File: src/rtl/mult_result_buffer.sv
// Result buffer behind the FP multiplier sequencer: edge-detected capture into a
// first-word-fall-through FIFO, batch tracking, and a sticky overflow flag.
`timescale 1ns/1ps
module mult_result_buffer #(
   parameter int DATA_W      = 32,
   parameter int DEPTH       = 8,
   parameter int ADDR_W      = 3,
   parameter int NUM_RESULTS = 5
) (
   input  logic              clk,
   input  logic              reset_n,
   input  logic              clear,
   input  logic              mult_done,
   input  logic [DATA_W-1:0] mult_result,
   output logic              out_valid,
   input  logic              out_ready,
   output logic [DATA_W-1:0] out_data,
   output logic [ADDR_W:0]   fifo_count,
   output logic              batch_done,
   output logic              overflow
);

   typedef enum logic [1:0] {
      ST_COLLECT = 2'd0,
      ST_DRAIN   = 2'd1,
      ST_DONE    = 2'd2
   } state_t;

   localparam logic [ADDR_W:0]   L_DEPTH   = (ADDR_W+1)'(DEPTH);
   localparam logic [ADDR_W:0]   L_NUM     = (ADDR_W+1)'(NUM_RESULTS);
   localparam logic [ADDR_W:0]   L_CNT_ONE = (ADDR_W+1)'(1);
   localparam logic [ADDR_W:0]   L_CNT_ZERO = (ADDR_W+1)'(0);
   localparam logic [ADDR_W-1:0] L_PTR_ONE = ADDR_W'(1);

   state_t              r_state;
   state_t              w_state_nxt;
   logic [ADDR_W-1:0]   r_wr_ptr;
   logic [ADDR_W-1:0]   r_rd_ptr;
   logic [ADDR_W:0]     r_count;
   logic [ADDR_W:0]     r_captured;
   logic                r_done_d1;
   logic                r_valid;
   logic [DATA_W-1:0]   r_data;
   logic                r_batch_done;
   logic                r_overflow;
   logic [DATA_W-1:0]   r_mem [DEPTH];

   logic                w_cap;
   logic                w_full;
   logic                w_rd;
   logic                w_wr;
   logic                w_drop;
   logic [ADDR_W:0]     w_count_nxt;
   logic [ADDR_W:0]     w_captured_nxt;
   logic [ADDR_W-1:0]   w_rd_ptr_nxt;
   logic [ADDR_W-1:0]   w_wr_ptr_nxt;
   logic [DATA_W-1:0]   w_head_nxt;

   // Capture/read qualification, next occupancy, next head word and batch FSM.
   always_comb begin
      w_cap          = mult_done & ~r_done_d1;
      w_full         = (r_count == L_DEPTH);
      w_rd           = r_valid & out_ready;
      w_wr           = w_cap & (r_state == ST_COLLECT) & (~w_full | w_rd);
      w_drop         = w_cap & ~w_wr;
      w_count_nxt    = r_count;
      w_captured_nxt = r_captured;
      w_rd_ptr_nxt   = r_rd_ptr;
      w_wr_ptr_nxt   = r_wr_ptr;
      w_state_nxt    = r_state;

      case ({w_wr, w_rd})
         2'b10:   w_count_nxt = r_count + L_CNT_ONE;
         2'b01:   w_count_nxt = r_count - L_CNT_ONE;
         default: w_count_nxt = r_count;
      endcase

      if (w_rd) begin
         w_rd_ptr_nxt = r_rd_ptr + L_PTR_ONE;
      end else begin
         w_rd_ptr_nxt = r_rd_ptr;
      end

      if (w_wr) begin
         w_wr_ptr_nxt   = r_wr_ptr + L_PTR_ONE;
         w_captured_nxt = r_captured + L_CNT_ONE;
      end else begin
         w_wr_ptr_nxt   = r_wr_ptr;
         w_captured_nxt = r_captured;
      end

      // A word written this cycle into the slot that becomes head must bypass the array.
      if (w_wr && (r_wr_ptr == w_rd_ptr_nxt)) begin
         w_head_nxt = mult_result;
      end else begin
         w_head_nxt = r_mem[w_rd_ptr_nxt];
      end

      case (r_state)
         ST_COLLECT: begin
            if (w_wr && (w_captured_nxt == L_NUM)) begin
               w_state_nxt = ST_DRAIN;
            end else begin
               w_state_nxt = ST_COLLECT;
            end
         end
         ST_DRAIN: begin
            if (r_count == L_CNT_ZERO) begin
               w_state_nxt = ST_DONE;
            end else begin
               w_state_nxt = ST_DRAIN;
            end
         end
         ST_DONE:  w_state_nxt = ST_DONE;
         default:  w_state_nxt = ST_COLLECT;
      endcase
   end

   // Storage array; contents need no reset.
   always_ff @(posedge clk) begin
      if (w_wr && !clear) begin
         r_mem[r_wr_ptr] <= mult_result;
      end
   end

   // Control state, pointers, registered outputs; clear outranks capture and read.
   always_ff @(posedge clk or negedge reset_n) begin
      if (!reset_n) begin
         r_state      <= ST_COLLECT;
         r_wr_ptr     <= '0;
         r_rd_ptr     <= '0;
         r_count      <= '0;
         r_captured   <= '0;
         r_done_d1    <= 1'b0;
         r_valid      <= 1'b0;
         r_data       <= '0;
         r_batch_done <= 1'b0;
         r_overflow   <= 1'b0;
      end else begin
         r_done_d1 <= mult_done;
         if (clear) begin
            r_state      <= ST_COLLECT;
            r_wr_ptr     <= '0;
            r_rd_ptr     <= '0;
            r_count      <= '0;
            r_captured   <= '0;
            r_valid      <= 1'b0;
            r_data       <= '0;
            r_batch_done <= 1'b0;
            r_overflow   <= 1'b0;
         end else begin
            r_state      <= w_state_nxt;
            r_wr_ptr     <= w_wr_ptr_nxt;
            r_rd_ptr     <= w_rd_ptr_nxt;
            r_count      <= w_count_nxt;
            r_captured   <= w_captured_nxt;
            r_valid      <= (w_count_nxt != L_CNT_ZERO);
            r_data       <= w_head_nxt;
            r_batch_done <= (w_state_nxt == ST_DONE);
            r_overflow   <= r_overflow | w_drop;
         end
      end
   end

   assign out_valid  = r_valid;
   assign out_data   = r_data;
   assign fifo_count = r_count;
   assign batch_done = r_batch_done;
   assign overflow   = r_overflow;

endmodule

File: config.mk
export PLATFORM = sky130hd
export DESIGN_NAME = mult_result_buffer
export DESIGN_NICKNAME = d
export VERILOG_FILES = /design/src/rtl/mult_result_buffer.sv
export SDC_FILE = /design/constraint.sdc
export NUM_CORES = 1
export LEC_CHECK = 0
export CAP_MARGIN = 20
export CORE_ASPECT_RATIO = 0.75
export CORE_UTILIZATION = 55
export DETAILED_ROUTE_END_ITERATION = 6
export GPL_TIMING_DRIVEN = 0
export PLACE_DENSITY = 0.75
export SYNTH_ARGS = -nofsm -noshare
export SYNTH_HDL_FRONTEND = slang
export SYNTH_SLANG_ARGS = --single-unit
File: constraint.sdc
create_clock -name clk -period 8.4 [get_ports clk]
set_input_delay 1.26 -clock clk [delete_from_list [all_inputs] [get_ports clk]]
set_output_delay 1.26 -clock clk [all_outputs]
set_load 0.02 [all_outputs]
# ---- Yosys cells after proc, flatten, opt, wreduce, memory -nomap -nowiden
# Memories as Yosys holds them, arrays and structs flattened.
# Cells that the tools add are included.
# W data, S select, Z words.
dict set report word_totals {
  n_memories 1
  output_inout_bits 39
  reg_bits 52
  input_bits 37
  ram_bits 256
  word_cells 61
}
# name depth word_bits read_ports rd_clocked_by_memory_dff write_ports line_no
set mem_list {}
lappend mem_list {r_mem 8 32 1 0 1 46} ;# logic [DATA_W-1:0] r_mem [DEPTH];
dict set report op_classes {
  mux 19
  n_bitwise 10
  reduce_logical 8
  n_eq_ne 8
  add_sub_neg 5
}
# operator count
set ops {}
lappend ops {{$mux W32} 2}
lappend ops {{$mux W3} 4}
lappend ops {{$mux W4} 3}
lappend ops {{$add A4 B1 Y4 const B} 2}
lappend ops {{$pmux W4 S2} 1}
lappend ops {{$add A3 B1 Y3 const B} 2}
lappend ops {{$eq A2 B2 Y1 const B} 3}
lappend ops {{$mux W1} 6}
lappend ops {{$pmux W2 S3} 1}
lappend ops {{$and A1 B1 Y1} 5}
lappend ops {{$eq A2 B1 Y1 const B} 2}
lappend ops {{$eq A4 B3 Y1 const B} 1}
lappend ops {{$eq A4 B4 Y1 const B} 1}
lappend ops {{$logic_not A4 Y1} 1}
lappend ops {{$mux W2} 2}
lappend ops {{$reduce_bool A4 Y1} 1}
lappend ops {{$sub A4 B1 Y4 const B} 1}
lappend ops {{$eq A3 B3 Y1} 1}
lappend ops {{$logic_and A1 B1 Y1} 3}
lappend ops {{$not A1 Y1} 3}
lappend ops {{$logic_not A2 Y1} 1}
lappend ops {{$or A1 B1 Y1} 2}
lappend ops {{$reduce_bool A2 Y1} 1}
lappend ops {{$logic_not A1 Y1} 1}

# ---- Depth between registers and ports, before layout
# Gate-level depths: netlist of run 1.
dict set report depth {
  word_depth 11
  mapped_depth 13
  ltp_nobuf 11
}

# ---- Worst setup path before layout of run 1
# Ideal clock, no wire load.
dict set report synth_path {
  path_type {input to register}
  from {input port mult_done}
  to {memory r_mem[3][0], enable pin}
  setup_ns 0.513
  setup_slack_ns 2.296
  stages 5
  path_buffers 1
  t_arrival_ns 5.591
  required_time_ns 7.887
  path_cell_list {or4b_4 -> a31oi_4 -> buf_4 -> nand2_1 -> nor4b_1}
}
dict set report synth_via {
  elab_chain_cells 6
}
# element line_no
set synth_rtl {}
lappend synth_rtl {{start, declared} 13} ;# input logic mult_done,
lappend synth_rtl {{$and A1 B1 Y1} 61} ;# w_cap = mult_done & ~r_done_d1;
lappend synth_rtl {{$and A1 B1 Y1 (2 in a row)} 64} ;# w_wr = w_cap & (r_state == ST_COLLECT) & (~w_full | w_rd);
lappend synth_rtl {{$logic_and A1 B1 Y1} 121} ;# if (w_wr && !clear) begin
lappend synth_rtl {{$mux W1} 121}
lappend synth_rtl {{$mux W1 (implied by the code)} 122} ;# r_mem[r_wr_ptr] <= mult_result;
lappend synth_rtl {{end, declared} 46}
# No other way between the ends.

# ---- Final worst setup path of run 1
dict set report layout_path {
  from {input port mult_done}
  to {memory r_mem[1][12], enable pin}
}
# Same word-level chain as after synthesis.

==> results_tabular.tex, run 1 <==
\begin{tabular}{lr}
\hline
Metric & Value \\
\hline
\multicolumn{2}{l}{\textbf{Outcome}} \\
Run status & finished clean \\
\multicolumn{2}{l}{\textbf{Final layout}} \\
Layout cell share with drive strength beyond 1 & 19.9\% \\
Layout area overhead & 18.9\% \\
Post-route core utilization & 66.7\% \\
Post-layout net count & 897 \\
Count of non-filler cells in the finished layout & 1170 \\
Footprint of the multi-input gates & 0.00319 mm² \\
Total area of sequential cells & 0.00899 mm² \\
Fill cells & 1495 \\
Number of inserted diodes & 0 \\
\multicolumn{2}{l}{\textbf{Global route}} \\
Number of global-route vias before repair & 7263 \\
Global-route wire length before repair & 41.4 mm \\
Tot GR Track Use & 23.7\% \\
Number of antenna violations at the first check in global routing & 0 \\
Largest net degree at the start of global routing & 32 \\
Overflow left after global routing & 0 \\
\multicolumn{2}{l}{\textbf{Floorplanning}} \\
Core outline area & 0.0221 mm² \\
Initial cell density of the core & 56.1\% \\
Die Wd & 175 µm \\
Overall die area & 0.0231 mm² \\
Io pins & 76 \\
Die Height & between 100 and 150 µm \\
Floorplan row count & 47 \\
\multicolumn{2}{l}{\textbf{Clock network}} \\
Number of buffers inserted for hold repair after clock tree synthesis & 0 \\
Num Clock Sinks & 308 \\
Number of gates given a new drive strength after cts & 0 \\
CTS tree & built \\
Clock transition at the registers of the reported paths & around 70 ps \\
Level count of the clock H-tree & 1 \\
Clock buffers created by TritonCTS & 28 \\
Number of buffers inserted by post-CTS setup repair & 0 \\
Clock latency on the worst-skew pair & around 540 ps \\
CTS Buffer Depth & 3 \\
Clock tree root driver cell & sky130\_fd\_sc\_hd\_\_clkbuf\_16 \\
\multicolumn{2}{l}{\textbf{Logic synthesis}} \\
Proportion of netlist area held by the largest area contributor & 62.0\% \\
Top cell type by total area after synthesis & sky130\_fd\_sc\_hd\_\_edfxtp\_1 \\
Top cells by area, synth & sky130\_fd\_sc\_hd\_\_edfxtp\_1 (62\%), sky130\_fd\_sc\_hd\_\_dfrtp\_1 (10\%), sky130\_fd\_sc\_hd\_\_mux2\_2 (6.0\%) \\
Syn Nets & $\sim$770 \\
Flip-flop and latch count after synthesis & 308 \\
Distinct cell type count of the synthesized netlist & a little under 50 \\
Dominant register cell in the synthesized netlist & sky130\_fd\_sc\_hd\_\_edfxtp\_1 \\
Number of synthesized flops with an enable pin & 256 \\
Async S/R FF share, synth & 16.9\% \\
Most common cell in the netlist & sky130\_fd\_sc\_hd\_\_edfxtp\_1 \\
Ranking of synthesized cells by instance count & sky130\_fd\_sc\_hd\_\_edfxtp\_1 (256), sky130\_fd\_sc\_hd\_\_mux2i\_1 (70), sky130\_fd\_sc\_hd\_\_mux2\_2 (66), sky130\_fd\_sc\_hd\_\_nor2\_1 (55), sky130\_fd\_sc\_hd\_\_dfrtp\_1 (52) \\
Share of synthesized area occupied by flip-flops and latches & 72.5\% \\
Synth Warn \# & 0 \\
Count of mapped cells out of synthesis & 725 \\
Cell Area, Synth & between 0.01 and 0.015 mm² \\
Mean area per synthesized cell & 17.1 µm² \\
\multicolumn{2}{l}{\textbf{Pwr}} \\
Power per cell area & 239 mW/mm² \\
Maximum resistive drop on vdd & between 0.1 and 0.15 mV \\
Leakage power of the design & 0.00547 µW \\
\multicolumn{2}{l}{\textbf{STA}} \\
Skew final & 20.2 ps \\
Worst Hold Margin & 542 ps \\
Minimum clock period after layout & a little under 4000 ps \\
Final number of max-transition violations & 0 \\
Maximum achievable frequency & $\sim$250 MHz \\
Pin slew with the least headroom to its limit & just over 800 ps \\
Slew Limit Headroom & 45.1\% \\
Final setup vio count & 0 \\
Share of the cycle needed by the critical path after routing & 47.4\% \\
RSZ-0062 raised after global routing & no \\
Total count of hold-check failures in the final report & 0 \\
Minimum setup slack in the final design & 4420 ps \\
\multicolumn{2}{l}{\textbf{Placement}} \\
Detailed Place HPWL & 17.3 mm \\
\# port buffers & 74 \\
Global placement routability congestion & 0.841 \\
Placed cells & 1118 \\
Setup Slack @ Placement & a little under 4000 ps \\
\multicolumn{2}{l}{\textbf{Critical path}} \\
Critical Path Fanout Max & 7 \\
CP Launch Type & primary input \\
Critical path required time & 8650 ps \\
Class of the most critical setup path & primary input to flop \\
CP Data Arrival Time & around 4200 ps \\
Setup crit end kind & flop \\
\multicolumn{2}{l}{\textbf{Run}} \\
Maxcap violations & 0 \\
\multicolumn{2}{l}{\textbf{Route}} \\
WL per Instance & 23.0 µm \\
Remaining DRCs & 0 \\
DRT antenna net count & 0 \\
Detailed Routing Iterations Pass 1 & 5 \\
Count of vias placed by the detailed router & 7002 \\
Initial detailed-routing violation count & approximately 760 \\
Routed Wire Length & around 27 mm \\
Vias per cell & 5.98 \\
\multicolumn{2}{l}{\textbf{Hold path}} \\
Type of the most critical hold path & flop to flop \\
\hline
\end{tabular}
final cells by class:
class / count / share of cell area [%]
plain buffers: 46 / 1.77
clock buffers: 38 / 5.36
clock inverters: 14 / 0.815
inverters: 4 / 0.102
multi-input cells: 367 / 21.6
flip-flops and latches: 308 / 61.0
well taps: 294 / 2.50
repair buffers: 99 / 6.87
metal layers:
metal / vias up / GRT usage, % / share of wire, %
met1: 3553 / 34.6 / 44
met5: - / 0 / 0
met2: 285 / 38.0 / 48
met3: 40 / 3.20 / 6.5
met4: 0 / 5.89 / 1.8
li1: 3124 / - / -
critical path, cell delays in order:
cell and delay (ps):
sky130_fd_sc_hd__clkdlybuf4s50_1 500, sky130_fd_sc_hd__or4b_4 490, sky130_fd_sc_hd__a31oi_4 220, sky130_fd_sc_hd__nand2b_1 240, sky130_fd_sc_hd__nor4b_2 750, sky130_fd_sc_hd__buf_6 240
sky130_fd_sc_hd__buf_4 180, sky130_fd_sc_hd__buf_4 190, sky130_fd_sc_hd__buf_6 160
registers in the layout, indices dropped and copies added (netlist names):
register    count
r_done_d1       1
r_mem         256
r_state         2
r_wr_ptr        3
r_captured      4
out_valid       1
overflow        1
batch_done      1
out_data       32
fifo_count      4
r_rd_ptr        3
worst paths after layout:
check,start,endpoint,slack [ps],depth (start not counted)
hold / removal,overflow,overflow,540,2
hold reg to reg,overflow,overflow,540,2
max in group asynchronous,reset_n,out_data[13],7060,2
setup / recovery,mult_done,r_mem[1][12],4420,9
min in group asynchronous,reset_n,r_captured[2],720,1
setup reg to reg,r_state[1],r_mem[1][12],5170,8
layout by cell type (no fill, tap or decap), drive strengths merged, types with 2 or more instances in the layout:
cell	synthesis	routed
clkdlybuf4s50	0	73
a41oi	2	2
o21ai	4	4
clkbuf	21	59
nand2	8	8
mux2	66	66
mux2i	70	70
nor4	2	2
xnor2	5	5
a32o	2	2
a311oi	32	32
and3	2	2
clkinv	0	11
nand3	3	3
a221oi	2	2
edfxtp	256	256
dfrtp	52	52
inv	4	5
nand3b	5	5
nor2	55	55
xor2	9	9
nor3	4	4
a21oi	7	7
nand2b	2	2
buf	25	51
a31oi	2	2
o22a	31	31
a22oi	32	32
ha	6	6
nor4b	2	2
bufinv	0	2
nor2b	2	2
logic make-up (layout without fill, tap and decap cells):
kind of cell	count (synthesis)	after routing	synth area share [%]
mux	136	136	11.6
compound gates	121	121	8.18
fa+ha+maj	6	6	0.606
buf+inv	50	201	2.22
simple gates	88	88	3.31
flops	308	308	72.5
xor+xnor	16	16	1.51
per-stage QoR:
stage	TNS, ps	cell area, µm²	power [µW]
finish	0	14700	3520
global route	0	14700	3640
CTS	0	14700	3540
detailed placement	0	13800	2300
global placement	-120100	13500	2280
floorplan	0	12400	2060
power by group:
| part | switching (µW) | internal, µW |
|---|---|---|
| clock | 527 | 719 |
| combinational | 315 | 215 |
| sequential | 28.0 | 1720 |
| total | 869 | 2650 |
No activity file was read; power rests on OpenSTA's default activity.
==> run 2, diff against run 1 <==
==> constraint.sdc (replaced) <==
create_clock -name clk -period 3.9 [get_ports clk]
set_input_delay 0.585 -clock clk [delete_from_list [all_inputs] [get_ports clk]]
set_output_delay 0.585 -clock clk [all_outputs]
set_load 0.02 [all_outputs]
==> run 2 against run 1 <==
Compared with the run above:
- via count rose by 1.9%
- highest routed layer unchanged
- wire length rose by 5.8%
- first-iteration DRC count rose by 5.8%
- die area did not move
- worst hold slack got worse by 490 ps
==> results_tabular.tex, run 2 (synthesized netlist as in run 1, its figures left out) <==
\begin{tabular}{lr}
\hline
Metric & Value \\
\hline
\multicolumn{2}{l}{\textbf{Outcome}} \\
Run status & finished clean \\
\multicolumn{2}{l}{\textbf{Route}} \\
Vias per cell & slightly above 6 \\
Detailed Routing Iterations Pass 1 & 6 \\
Count of vias placed by the detailed router & 7135 \\
Initial detailed-routing violation count & a little over 800 \\
Remaining DRCs & 0 \\
Routed Wire Length & 28.4 mm \\
DRT antenna net count & 0 \\
WL per Instance & between 20 and 25 µm \\
\multicolumn{2}{l}{\textbf{Final layout}} \\
Highest-count cells in the layout ignoring fill and taps & sky130\_fd\_sc\_hd\_\_edfxtp\_1 (256), sky130\_fd\_sc\_hd\_\_clkdlybuf4s50\_1 (73), sky130\_fd\_sc\_hd\_\_mux2i\_1 (70) \\
Layout cell share with drive strength beyond 1 & 18.4\% \\
Footprint of the multi-input gates & 0.00322 mm² \\
Design Area, Final & around 0.015 mm² \\
Fill cells & 1485 \\
Count of non-filler cells in the finished layout & around 1200 \\
Leading cell type in the layout, fill and taps excluded & sky130\_fd\_sc\_hd\_\_edfxtp\_1 \\
Register name with the most flops & r\_mem \\
Number of inserted diodes & 0 \\
Layout area overhead & 18.5\% \\
Post-layout net count & 888 \\
Total area of sequential cells & 0.00899 mm² \\
Number of flip-flops under the largest register name & between 200 and 300 \\
\multicolumn{2}{l}{\textbf{Clock network}} \\
Clock transition at the registers of the reported paths & 60 ps \\
Clock buffers created by TritonCTS & 29 \\
Number of buffers inserted by post-CTS setup repair & 0 \\
Number of buffers inserted for hold repair after clock tree synthesis & 0 \\
CTS tree & built \\
Number of gates given a new drive strength after cts & 0 \\
Clock latency on the worst-skew pair & about 540 ps \\
CTS Buffer Depth & 3 \\
Level count of the clock H-tree & 1 \\
Clock tree root driver cell & sky130\_fd\_sc\_hd\_\_clkbuf\_16 \\
Num Clock Sinks & 308 \\
\multicolumn{2}{l}{\textbf{STA}} \\
Minimum clock period after layout & 3320 ps \\
Skew final & 20.5 ps \\
Minimum setup slack in the final design & between 500 and 600 ps \\
Maximum achievable frequency & $\sim$300 MHz \\
Slew Limit Headroom & 27.0\% \\
Final number of max-transition violations & 0 \\
Share of the cycle needed by the critical path after routing & 85.1\% \\
Final setup vio count & 0 \\
Total count of hold-check failures in the final report & 0 \\
Pin slew with the least headroom to its limit & about 1100 ps \\
RSZ-0062 raised after global routing & no \\
\multicolumn{2}{l}{\textbf{Pwr}} \\
Leakage power of the design & 0.00540 µW \\
Power, Total & 7510 µW \\
P\_int & 5630 µW \\
Maximum resistive drop on vdd & 0.368 mV \\
Sequential share of power & 50.0\% \\
Net switching power & around 1900 µW \\
Comb pwr share & 15.4\% \\
Power per cell area & about 510 mW/mm² \\
Power share of the clock group & about a third \\
Switching Fraction & 25.1\% \\
\multicolumn{2}{l}{\textbf{Global route}} \\
Overflow left after global routing & 0 \\
Tot GR Track Use & 25.0\% \\
GRT met1 Usage & 35.6\% \\
GR met3 Demand/Resource & 3.14\% \\
Number of global-route vias before repair & 7314 \\
Largest net degree at the start of global routing & 37 \\
Met2 track demand over resource & 41.1\% \\
Most used routing layer in global routing & met2 \\
Number of antenna violations at the first check in global routing & 0 \\
Global-route wire length before repair & around 43 mm \\
\multicolumn{2}{l}{\textbf{Placement}} \\
\# port buffers & 74 \\
Detailed Place HPWL & 17.9 mm \\
Post-detailed-placement cell area & 0.0138 mm² \\
Global placement routability congestion & around 0.83 \\
Setup Slack @ Placement & 59.1 ps \\
Placed cells & 1108 \\
\multicolumn{2}{l}{\textbf{Floorplanning}} \\
Die Height & 132 µm \\
Initial cell density of the core & 56.1\% \\
Die Wd & 175 µm \\
Overall die area & 0.0231 mm² \\
Io pins & 76 \\
Floorplan row count & 47 \\
Core outline area & 0.0221 mm² \\
\multicolumn{2}{l}{\textbf{Hold path}} \\
Type of the most critical hold path & primary input to asynchronous set/reset pin \\
\multicolumn{2}{l}{\textbf{Critical path}} \\
Worst reg2reg startpoint & r\_state[1] \\
Setup crit end kind & flop \\
Critical Path Fanout Max & 12 \\
Depth of the most critical reg-to-reg path & 6 \\
Reg-to-reg endpoint & r\_mem[3][8] \\
CP Launch Type & primary input \\
Worst reg2reg setup slack & 650 ps \\
Critical path required time & 4120 ps \\
CP Data Arrival Time & 3540 ps \\
Class of the most critical setup path & primary input to flop \\
\multicolumn{2}{l}{\textbf{Run}} \\
Maxcap violations & 0 \\
\hline
\end{tabular}
run 2: cell count changes in the layout (fill, tap and decap cells not counted), sizes merged:
cell and delta:
buf -10, clkbuf +3, clkinv -3, bufinv -1
clkinvlp +1, inv -1
run 2: area by class of cell:
class	count	share of cell area [%]
Buffer	46	1.77
Clock buffer	41	5.38
Timing Repair Buffer	89	6.63
Inverter	4	0.102
Tap cell	294	2.50
Multi-Input combinational cell	367	21.9
Clock inverter	10	0.502
Sequential cell	308	61.2
run 2: power groups by stage:
stage               combinational, µW  sequential (µW)  clock, µW
finish                           1150             3760       2600
detailed placement               1140             3820          0
floorplan                         498             3940          0
global route                     1230             3770       2750
CTS                              1150             3760       2630
global placement                 1090             3820          0
run 2: per-layer routing:
metal / up-vias / share of wire [%] / wire (µm)
met5: - / 0 / 0
met4: 0 / 2.4 / 670
met3: 55 / 6.6 / 1860
met2: 350 / 48 / 13800
met1: 3617 / 43 / 12100
li1: 3113 / - / -
run 2: metrics by stage:
step	hold WS [ps]	setup TNS (ps)	util (%)
after CTS	50.5	0	66.4
after detailed placement	523	0	62.5
after floorplan	289	0	-
after global placement	481	-425760	61.2
final	50.1	0	66.4
after global routing	60.0	0	66.4
run 2: worst max-delay path: stages:
cell and delay, ps:
sky130_fd_sc_hd__clkdlybuf4s50_1 500, sky130_fd_sc_hd__or4b_4 480, sky130_fd_sc_hd__a31oi_4 220, sky130_fd_sc_hd__buf_4 230
sky130_fd_sc_hd__nand2_1 240, sky130_fd_sc_hd__nor4b_4 960, sky130_fd_sc_hd__buf_6 310
run 2: how the worst max path moves through the flow:
stage               startpoint           to  slack (ps)  cells past startpoint
global route         mult_done  r_mem[3][0]         470                      7
global placement     mult_done  r_mem[3][7]       -2280                      6
floorplan            mult_done  r_mem[3][0]          50                      5
detailed placement   mult_done  r_mem[3][7]          60                      7
finish               mult_done  r_mem[3][8]         580                      7
CTS                  mult_done  r_mem[3][3]         600                      7
==> run 3, diff against run 2 <==
--- a/config.mk
+++ b/config.mk
@@ -11,6 +11,8 @@
 export DETAILED_ROUTE_END_ITERATION = 6
 export GPL_TIMING_DRIVEN = 0
 export PLACE_DENSITY = 0.75
+export SETUP_SLACK_MARGIN = 0.15
+export SLEW_MARGIN = 20
 export SYNTH_ARGS = -nofsm -noshare
 export SYNTH_HDL_FRONTEND = slang
 export SYNTH_SLANG_ARGS = --single-unit
==> run 3 against run 2 <==
Compared with the run above:
- fmax decreased by 3.7%
- critical path depth up 2
- via count down 1.0%
- worst setup slack worse by 130 ps
- combinational power hardly changed
- non-clock buffer count up 5
- clock skew fell by 7.3 ps
- critical endpoint is now r_mem[3][6]
==> results_tabular.tex, run 3 (synthesized netlist as in run 1, its figures left out) <==
\begin{tabular}{lr}
\hline
Metric & Value \\
\hline
\multicolumn{2}{l}{\textbf{Placement}} \\
Post-detailed-placement cell area & roughly 0.014 mm² \\
Placed cells & 1112 \\
Detailed Place HPWL & 17.9 mm \\
\# port buffers & 74 \\
Global placement routability congestion & 0.832 \\
\multicolumn{2}{l}{\textbf{Final layout}} \\
Leading cell type in the layout, fill and taps excluded & sky130\_fd\_sc\_hd\_\_edfxtp\_1 \\
Design Area, Final & 0.0148 mm² \\
Highest-count cells in the layout ignoring fill and taps & sky130\_fd\_sc\_hd\_\_edfxtp\_1 (256), sky130\_fd\_sc\_hd\_\_clkdlybuf4s50\_1 (73), sky130\_fd\_sc\_hd\_\_mux2i\_1 (70) \\
Footprint of the multi-input gates & $\sim$0.0032 mm² \\
Number of inserted diodes & 0 \\
Total area of sequential cells & roughly 0.009 mm² \\
Count of non-filler cells in the finished layout & $\sim$1200 \\
Fill cells & 1501 \\
Layout area overhead & 19.2\% \\
Post-layout net count & 893 \\
Register name with the most flops & r\_mem \\
Layout cell share with drive strength beyond 1 & 18.7\% \\
Number of flip-flops under the largest register name & 256 \\
\multicolumn{2}{l}{\textbf{Critical path}} \\
Critical Path Fanout Max & 10 \\
Setup crit end kind & flop \\
CP Launch Type & primary input \\
Depth of the most critical reg-to-reg path & 8 \\
CP Data Arrival Time & 3690 ps \\
Class of the most critical setup path & primary input to flop \\
Worst reg2reg setup slack & 550 ps \\
Critical path required time & between 4000 and 5000 ps \\
Worst reg2reg startpoint & r\_state[1] \\
Reg-to-reg endpoint & r\_mem[3][6] \\
\multicolumn{2}{l}{\textbf{Route}} \\
Detailed Routing Iterations Pass 1 & 5 \\
Vias per cell & 6.06 \\
Routed Wire Length & 27.4 mm \\
Initial detailed-routing violation count & 908 \\
WL per Instance & 23.5 µm \\
Count of vias placed by the detailed router & 7064 \\
DRT antenna net count & 0 \\
Remaining DRCs & 0 \\
\multicolumn{2}{l}{\textbf{Pwr}} \\
P\_int & 5630 µW \\
Leakage power of the design & 0.00544 µW \\
Power share of the clock group & 34.4\% \\
Maximum resistive drop on vdd & 0.337 mV \\
Net switching power & roughly 1800 µW \\
Power per cell area & 506 mW/mm² \\
Comb pwr share & 15.4\% \\
Switching Fraction & 24.7\% \\
Sequential share of power & between 50\% and 60\% \\
Power, Total & approximately 7500 µW \\
\multicolumn{2}{l}{\textbf{STA}} \\
Maximum achievable frequency & 290 MHz \\
Minimum clock period after layout & 3450 ps \\
Final number of max-transition violations & 0 \\
Skew final & 13.2 ps \\
RSZ-0062 raised after global routing & no \\
Share of the cycle needed by the critical path after routing & slightly below 90\% \\
Summed negative setup slack over all endpoints & 0 ps \\
Final setup vio count & 0 \\
Slew Limit Headroom & 47.1\% \\
Total count of hold-check failures in the final report & 0 \\
Pin slew with the least headroom to its limit & 794 ps \\
\multicolumn{2}{l}{\textbf{Clock network}} \\
CTS Buffer Depth & 3 \\
Clock buffers created by TritonCTS & 29 \\
Number of gates given a new drive strength after cts & 0 \\
Level count of the clock H-tree & 1 \\
Clock latency on the worst-skew pair & 540 ps \\
Num Clock Sinks & 308 \\
Clock tree root driver cell & sky130\_fd\_sc\_hd\_\_clkbuf\_16 \\
CTS tree & built \\
Clock transition at the registers of the reported paths & about 60 ps \\
\multicolumn{2}{l}{\textbf{Floorplanning}} \\
Core outline area & 0.0221 mm² \\
Die Wd & 175 µm \\
Overall die area & 0.0231 mm² \\
Die Height & 132 µm \\
Floorplan row count & between 40 and 50 \\
Initial cell density of the core & between 50\% and 60\% \\
Io pins & 76 \\
\multicolumn{2}{l}{\textbf{Hold path}} \\
Hold Path Sink & r\_captured[3] \\
Type of the most critical hold path & primary input to flop \\
Worst hold path depth & 2 \\
HP Start & clear \\
\multicolumn{2}{l}{\textbf{Global route}} \\
Largest net degree at the start of global routing & 30 \\
Number of global-route vias before repair & 7278 \\
Tot GR Track Use & between 20\% and 30\% \\
Number of antenna violations at the first check in global routing & 0 \\
Global-route wire length before repair & 42.6 mm \\
Overflow left after global routing & 0 \\
\multicolumn{2}{l}{\textbf{Outcome}} \\
Run status & finished clean \\
\multicolumn{2}{l}{\textbf{Run}} \\
Maxcap violations & 0 \\
\hline
\end{tabular}
-- run 3: cell count changes in the layout (fill, tap and decap cells not counted) --
cell	delta
sky130_fd_sc_hd__buf_6	+3
sky130_fd_sc_hd__buf_8	-1
sky130_fd_sc_hd__buf_4	+2
sky130_fd_sc_hd__buf_12	-1
sky130_fd_sc_hd__clkinv_1	+2
sky130_fd_sc_hd__clkinv_2	+1
sky130_fd_sc_hd__buf_16	+2
sky130_fd_sc_hd__dlygate4sd3_1	+1
sky130_fd_sc_hd__clkinvlp_4	-1
sky130_fd_sc_hd__buf_2	-1
-- run 3: area by class of cell --
type                       instances  share of cell area, %
sequential                       308                   60.9
multi-input combinational        367                   21.8
timing repair buffer              94                   7.10
clock buffer                      41                   5.35
tap                              294                   2.49
buffer                            46                   1.76
clock inverter                    12                  0.534
inverter                           4                  0.102
-- run 3: what timing repair did --
| action | CTS | global route |
|---|---|---|
| setup buffers | 0 | 0 |
| hold endpoints to repair | 23 | 0 |
| hold buffers | 1 | 0 |
-- run 3: worst max path at each step --
stage / startpoint / end / slack [ps] / cells past startpoint
floorplan: mult_done / r_mem[3][0] / 30 / 5
global placement: mult_done / r_mem[3][5] / -2320 / 6
detailed placement: mult_done / r_mem[3][4] / -90 / 9
CTS: mult_done / r_mem[3][6] / 460 / 9
global route: mult_done / r_mem[3][6] / 300 / 9
finish: mult_done / r_mem[3][6] / 450 / 9
-- run 3: metal layers --
| layer | GRT usage (%) | share of wire, % | wire (µm) | vias up |
|---|---|---|---|---|
| li1 | - | - | - | 3127 |
| met1 | 35.4 | 43 | 11900 | 3572 |
| met2 | 39.5 | 48 | 13200 | 312 |
| met3 | 3.60 | 6.0 | 1660 | 53 |
| met4 | 6.62 | 2.6 | 706 | 0 |
| met5 | 0 | 0 | 0 | - |
-- run 3: power by group through the flow --
| stage | Sequential [µW] | Combinational, µW | Clock, µW |
|---|---|---|---|
| after floorplan | 3940 | 498 | 0 |
| final | 3750 | 1150 | 2570 |
| after CTS | 3760 | 1150 | 2620 |
| after global routing | 3760 | 1230 | 2730 |
| after global placement | 3820 | 1090 | 0 |
| after detailed placement | 3820 | 1140 | 0 |
-- run 3: through the flow --
stage / utilization, % / setup slack, ps / hold slack, ps
6_report: 66.8 / 453 / 499
5_1_grt: 66.8 / 300 / 529
4_1_cts: 66.8 / 456 / 482
3_5_place_dp: 62.8 / -88.8 / 500
3_3_place_gp: 61.2 / -2320 / 484
2_1_floorplan: - / 25.3 / 289
-- run 3: worst max-delay path: stages --
cell                              delay (ps)
sky130_fd_sc_hd__clkdlybuf4s50_1         510
sky130_fd_sc_hd__or4b_4                  490
sky130_fd_sc_hd__a31oi_4                 260
sky130_fd_sc_hd__buf_4                   240
sky130_fd_sc_hd__nand2_1                 260
sky130_fd_sc_hd__nor4b_4                 720
sky130_fd_sc_hd__buf_6                   270
sky130_fd_sc_hd__buf_8                   170
sky130_fd_sc_hd__buf_6                   170
